<file path="src/rtl/vga_timing_pkg.sv">
// Shared VGA timing constants, phase encoding and raster payload type.
package vga_timing_pkg;

  // Coordinate width of DrawX/DrawY; must hold H_TOTAL-1 and V_TOTAL-1.
  localparam int unsigned COORD_W = 10;

  // 640x480 @ 60 Hz defaults.
  localparam int unsigned H_VISIBLE_DEF = 640;
  localparam int unsigned H_FRONT_DEF   = 16;
  localparam int unsigned H_SYNC_DEF    = 96;
  localparam int unsigned H_BACK_DEF    = 48;
  localparam int unsigned V_VISIBLE_DEF = 480;
  localparam int unsigned V_FRONT_DEF   = 10;
  localparam int unsigned V_SYNC_DEF    = 2;
  localparam int unsigned V_BACK_DEF    = 33;

  typedef logic [COORD_W-1:0] coord_t;

  // Phases walked by each axis counter, in display order.
  typedef enum logic [1:0] {
    PH_VISIBLE = 2'd0,
    PH_FRONT   = 2'd1,
    PH_SYNC    = 2'd2,
    PH_BACK    = 2'd3
  } phase_e;

  // Registered raster outputs; syncs are stored active-low as driven.
  typedef struct packed {
    coord_t x;
    coord_t y;
    logic   blank;
    logic   hs_n;
    logic   vs_n;
    logic   line_start;
    logic   frame_start;
  } raster_t;

  // Total count of one axis (visible + porches + sync).
  function automatic int unsigned axis_total(input int unsigned visible,
                                             input int unsigned front,
                                             input int unsigned sync_w,
                                             input int unsigned back);
    return visible + front + sync_w + back;
  endfunction

endpackage

</file>
<file path="src/rtl/vga_axis_counter.sv">
// One display axis: wrapping counter plus its VISIBLE/FRONT/SYNC/BACK phase FSM.
// Decodes are of the next-state values so the parent can register them in
// step with the coordinate they describe.
module vga_axis_counter
  import vga_timing_pkg::*;
#(
  parameter int unsigned VISIBLE = H_VISIBLE_DEF,
  parameter int unsigned FRONT   = H_FRONT_DEF,
  parameter int unsigned SYNC    = H_SYNC_DEF,
  parameter int unsigned BACK    = H_BACK_DEF
) (
  input  logic   clk,
  input  logic   rst_n,
  input  logic   en_i,
  output coord_t cnt_nxt_c_o,
  output logic   wrap_c_o,
  output logic   sync_nxt_c_o,
  output logic   visible_nxt_c_o
);

  localparam int unsigned TOTAL = axis_total(VISIBLE, FRONT, SYNC, BACK);

  // Last count of each phase; the phase advances on the edge leaving it.
  localparam coord_t VIS_END   = COORD_W'(VISIBLE - 1);
  localparam coord_t FRONT_END = COORD_W'(VISIBLE + FRONT - 1);
  localparam coord_t SYNC_END  = COORD_W'(VISIBLE + FRONT + SYNC - 1);
  localparam coord_t TOT_END   = COORD_W'(TOTAL - 1);

  coord_t cnt_q;
  coord_t cnt_d;
  phase_e phase_q;
  phase_e phase_d;

  // State register: reset parks the axis on its last count so the first
  // enabled edge after release lands on 0 / VISIBLE.
  always_ff @(posedge clk or negedge rst_n) begin
    if (!rst_n) begin
      cnt_q   <= TOT_END;
      phase_q <= PH_BACK;
    end else begin
      cnt_q   <= cnt_d;
      phase_q <= phase_d;
    end
  end

  // Next-state: count and phase advance together when enabled.
  always_comb begin
    cnt_d   = cnt_q;
    phase_d = phase_q;
    if (en_i) begin
      cnt_d = (cnt_q == TOT_END) ? '0 : cnt_q + COORD_W'(1);
      case (phase_q)
        PH_VISIBLE: if (cnt_q == VIS_END)   phase_d = PH_FRONT;
        PH_FRONT:   if (cnt_q == FRONT_END) phase_d = PH_SYNC;
        PH_SYNC:    if (cnt_q == SYNC_END)  phase_d = PH_BACK;
        PH_BACK:    if (cnt_q == TOT_END)   phase_d = PH_VISIBLE;
        default:    phase_d = PH_BACK;
      endcase
    end
  end

  // Output decode of the upcoming state.
  always_comb begin
    cnt_nxt_c_o     = cnt_d;
    wrap_c_o        = en_i && (cnt_q == TOT_END);
    sync_nxt_c_o    = (phase_d == PH_SYNC);
    visible_nxt_c_o = (phase_d == PH_VISIBLE);
  end

endmodule

</file>
<file path="src/rtl/vga_timing_gen.sv">
// VGA raster timing generator: horizontal and vertical axis counters with
// fully registered coordinate, sync, blank and start-pulse outputs.
module vga_timing_gen
  import vga_timing_pkg::*;
#(
  parameter int unsigned H_VISIBLE = H_VISIBLE_DEF,
  parameter int unsigned H_FRONT   = H_FRONT_DEF,
  parameter int unsigned H_SYNC    = H_SYNC_DEF,
  parameter int unsigned H_BACK    = H_BACK_DEF,
  parameter int unsigned V_VISIBLE = V_VISIBLE_DEF,
  parameter int unsigned V_FRONT   = V_FRONT_DEF,
  parameter int unsigned V_SYNC    = V_SYNC_DEF,
  parameter int unsigned V_BACK    = V_BACK_DEF
) (
  input  logic               vga_clk,
  input  logic               reset_n,
  output logic [COORD_W-1:0] DrawX,
  output logic [COORD_W-1:0] DrawY,
  output logic               blank,
  output logic               hs,
  output logic               vs,
  output logic               line_start,
  output logic               frame_start
);

  localparam int unsigned H_TOTAL = axis_total(H_VISIBLE, H_FRONT, H_SYNC, H_BACK);
  localparam int unsigned V_TOTAL = axis_total(V_VISIBLE, V_FRONT, V_SYNC, V_BACK);

  // Output values held while in reset: last pixel of the frame, syncs idle.
  localparam raster_t RASTER_RST = '{
    x:           COORD_W'(H_TOTAL - 1),
    y:           COORD_W'(V_TOTAL - 1),
    blank:       1'b0,
    hs_n:        1'b1,
    vs_n:        1'b1,
    line_start:  1'b0,
    frame_start: 1'b0
  };

  coord_t  h_cnt_nxt_c;
  coord_t  v_cnt_nxt_c;
  logic    h_wrap_c;
  logic    v_wrap_c;
  logic    h_sync_nxt_c;
  logic    v_sync_nxt_c;
  logic    h_vis_nxt_c;
  logic    v_vis_nxt_c;
  raster_t raster_q;
  raster_t raster_d;

  vga_axis_counter #(
    .VISIBLE (H_VISIBLE),
    .FRONT   (H_FRONT),
    .SYNC    (H_SYNC),
    .BACK    (H_BACK)
  ) u_h_axis (
    .clk             (vga_clk),
    .rst_n           (reset_n),
    .en_i            (1'b1),
    .cnt_nxt_c_o     (h_cnt_nxt_c),
    .wrap_c_o        (h_wrap_c),
    .sync_nxt_c_o    (h_sync_nxt_c),
    .visible_nxt_c_o (h_vis_nxt_c)
  );

  // Vertical axis steps once per line, on the horizontal wrap edge.
  vga_axis_counter #(
    .VISIBLE (V_VISIBLE),
    .FRONT   (V_FRONT),
    .SYNC    (V_SYNC),
    .BACK    (V_BACK)
  ) u_v_axis (
    .clk             (vga_clk),
    .rst_n           (reset_n),
    .en_i            (h_wrap_c),
    .cnt_nxt_c_o     (v_cnt_nxt_c),
    .wrap_c_o        (v_wrap_c),
    .sync_nxt_c_o    (v_sync_nxt_c),
    .visible_nxt_c_o (v_vis_nxt_c)
  );

  // Raster decode from next-state counters so every output lines up with its coordinate.
  always_comb begin
    raster_d             = raster_q;
    raster_d.x           = h_cnt_nxt_c;
    raster_d.y           = v_cnt_nxt_c;
    raster_d.blank       = h_vis_nxt_c && v_vis_nxt_c;
    raster_d.hs_n        = !h_sync_nxt_c;
    raster_d.vs_n        = !v_sync_nxt_c;
    raster_d.line_start  = h_wrap_c;
    raster_d.frame_start = h_wrap_c && v_wrap_c;
  end

  // Output register.
  always_ff @(posedge vga_clk or negedge reset_n) begin
    if (!reset_n) begin
      raster_q <= RASTER_RST;
    end else begin
      raster_q <= raster_d;
    end
  end

  assign DrawX       = raster_q.x;
  assign DrawY       = raster_q.y;
  assign blank       = raster_q.blank;
  assign hs          = raster_q.hs_n;
  assign vs          = raster_q.vs_n;
  assign line_start  = raster_q.line_start;
  assign frame_start = raster_q.frame_start;

endmodule

</file>
<file path="config.mk">
export PLATFORM = sky130hd
export DESIGN_NAME = vga_timing_gen
export DESIGN_NICKNAME = d
export VERILOG_FILES = /design/src/rtl/vga_timing_pkg.sv /design/src/rtl/vga_axis_counter.sv /design/src/rtl/vga_timing_gen.sv
export SDC_FILE = /design/constraint.sdc
export NUM_CORES = 1
export LEC_CHECK = 0
export ABC_AREA = 1
export BUFFER_PORTS_ARGS = -buffer_cell sky130_fd_sc_hd__buf_2
export CORE_MARGIN = 2
export CORE_UTILIZATION = 55
export DETAILED_ROUTE_END_ITERATION = 6
export PLACE_DENSITY = 0.77
export SYNTH_ARGS = -nofsm -noshare
export SYNTH_HDL_FRONTEND = slang
export SYNTH_SLANG_ARGS = --single-unit
</file>
<file path="constraint.sdc">
create_clock -name vga_clk -period 4.8 [get_ports vga_clk]
set_input_delay 0.24 -clock vga_clk [delete_from_list [all_inputs] [get_ports vga_clk]]
set_output_delay 0.24 -clock vga_clk [all_outputs]
set_load 0.02 [all_outputs]
</file>
==> metrics <==
die height 58.7 um; WL per Instance 12.2 um; sequential element share of the synthesized area 0.453; maximum vdd drop 187 uV; chip width 58.7 um; grt ovf 0; top post-synthesis cells by area dfstp_2 26%, dfrtp_1 20%, nand2_1 10%, inv_1 7.3%, nor2_1 7.3%; Resized Gates After CTS 0; TNS Setup 0 ns; Slew Limit Headroom 0.585; Crit Path Max Fanout 4; DPL Wire Length 2450 um; Critical Path End Type flop; final core occ 0.672; global-route usage over all layers 0.221; I/O pin total 27; CTS tree done; # diodes 0; worst reg-to-reg setup slack 2.97 ns; worst hold slack 0.445 ns; Synth Flop Type dfstp_2; routability cong. 0.879; final hold violations 0; Post-Synthesis Cells 208; clk slew on worst S/H paths 0.10 ns; Synth Warn # 0; pin count of the biggest net entering global routing 30; Nets 248; Mapped Nets 214; area leader, netlist dfstp_2; via count 1451; PwrDens 216 nW/um2; CP startpoint kind flop; Synth Area in Simple Gates 0.354; Reg2Reg Depth 9; DR iter-0 viols 85; Synth-to-Final Area Change 14.4%; Worst R2R Start u_h_axis.cnt_q[0]; drt drc 3; Initial Utilization 0.587; Leak 0.990 nW; initial antenna violation count 0; final number of setup-violating endpoints 0; CTS Buffer Depth 2; Worst path slowest cell dfstp_2; DR vias/cell 5.30; Clock Skew 0.0155 ns; Least-Margin Pin Slew 0.622 ns; Worst-Skew Late Latency 0.33 ns; Synth top area share 0.255; vias in the first global route 1391; Die Area 3450 um2; syn_area_per_cell 7.92 um2; first-pass GRT wire length 5750 um; async set-or-reset flop fraction in the synthesized netlist 1.00; dominant combinational cell family by area after synthesis simple AND/OR/NAND/NOR gates; Post-Syn Area 1650 um2; Post-synth EDFFs 0; CTS Buf Count 5; Setup Buffers After CTS 0; max-cap violation count 0; Root Buffer clkbuf_4; number of routed nets with antenna violations 0; slowest cell delay on critical path 0.56 ns; Tcrit/Tclk final 0.381; critical path required time 5.06 ns; placed cell count 265; non-filler cells, final 274; H-tree depth 2; Pre-Repair DR Iteration Count 6; multiplexer share of the synthesized area 0; Synth Area in Compound Gates 0.0433; worst-path cell chain ha_1, nand2_2, nor2_4, nand4_1, nand2_1, nand2_1, nor2_2, nand3_1, nor2_2; Routed WL 3340 um; RSZ-0062 raised after global routing false; Max Freq 0.547 GHz; Arr. time, crit path 2.09 ns; status complete, but fails checks; buffers added on ports 26; post-layout minimum cycle time 1.83 ns; type of the worst setup path flop to flop; adder and majority cell fraction of the synthesized area 0.0304; synthesis-stage register bit count 29; Final Slew Violations 0; failing checks design-rule violations; # hold bufs at CTS 1; Row Count 19; Critical Path Sink blank; Synth Area in XOR/XNOR 0.0372; Min-Delay Path Class input port to async pin; clk sink count 29; Synth cell types 26; Critical Path Start u_h_axis.cnt_q[0]; share of cells above drive strength 1 0.272; RR Endpoint blank; Core ar. 2810 um2
==> cell usage in the layout (no fill, tap or decap) <==
cell / n
nor2_4: 2
nand4_2: 1
a21oi_1: 4
nand2_2: 3
xnor2_1: 3
nand4_1: 8
nand3b_1: 1
a211oi_1: 1
dfstp_2: 16
nand2_1: 44
nand3_1: 13
nand2_4: 2
clkbuf_8: 1
nor2_2: 3
nand3_2: 2
clkinv_4: 1
ha_1: 4
nor2_1: 32
nor2_8: 1
inv_2: 2
xor2_1: 4
clkbuf_1: 2
clkbuf_4: 5
inv_1: 32
o21ai_0: 6
o21ai_2: 1
o21ai_1: 1
dfrtp_1: 13
dlygate4sd3_1: 1
buf_2: 26
nor3_1: 8
==> flip-flops by register name, indices dropped and copies added, names as in the netlist <==
register	flops
u_h_axis.cnt_q	10
u_v_axis.cnt_q	10
u_h_axis.phase_q	2
u_v_axis.phase_q	2
blank	1
frame_start	1
hs	1
line_start	1
vs	1
==> kinds of logic (layout without fill, tap and decap cells) <==
family | count (synthesis) | in the layout
AO/OA/AOI/OAI | 13 | 13
XOR/XNOR | 7 | 7
adder cells (fa/ha/maj) | 4 | 4
buffers and inverters | 35 | 70
flip-flops | 29 | 29
AND/OR/NAND/NOR | 120 | 120
==> how the worst min path moves through the flow <==
stage | slack, ns | endpoint | startpoint | depth (start not counted)
3_5_place_dp | 0.29 | u_h_axis.cnt_q[5] | reset_n | 1
4_1_cts | 0.46 | u_h_axis.cnt_q[5] | reset_n | 2
5_1_grt | 0.52 | u_h_axis.cnt_q[5] | reset_n | 2
2_1_floorplan | -0.06 | blank | reset_n | 0
3_3_place_gp | 0.29 | u_h_axis.cnt_q[5] | reset_n | 1
6_report | 0.44 | u_h_axis.cnt_q[5] | reset_n | 2
==> critical path: cells and delay by family (launching register included) <==
family / cells / cell delay (ns)
adder cells (fa/ha/maj): 1 / 0.19
AND/OR/NAND/NOR: 8 / 1.00
flip-flops: 1 / 0.56
==> layout make-up <==
type	count	area [um2]
timing repair buffer	27	140
multi-input combinational	144	766
sequential	29	746
tap	31	38.8
inverter	35	136
clock buffer	8	58.8
fill	245	920
==> through the flow <==
step           total power [mW]  setup slack, ns  instance area, um2
3_5_place_dp              0.254             3.00                1820
5_1_grt                   0.421             2.78                1890
2_1_floorplan             0.249             3.11                1650
6_report                  0.407             2.97                1890
3_3_place_gp              0.254             3.02                1820
4_1_cts                   0.410             2.97                1890
==> power by group <==
group / switching (mW) / internal (mW)
logic: 0.00447 / 0.000816
registers: 0 / 0.245
clock network: 0.0845 / 0.0722
==> Yosys cell counts (3+ instances only) <==
cell type   n
nand4_1     8
nor2_2      3
a21oi_1     4
xor2_1      4
nand2_1    44
nor3_1      8
inv_1      32
xnor2_1     3
nor2_1     32
ha_1        4
dfrtp_1    13
o21ai_0     6
nand3_1    13
nand2_2     3
dfstp_2    16
==> layer usage <==
metal	GRT usage	vias up	wire (um)
li1	-	728	-
met2	0.383	39	1630
met5	0	-	0
met4	0.0877	0	55
met3	0.0593	7	189
met1	0.259	677	1460
Note: power is estimated with default switching activity, not from simulation.
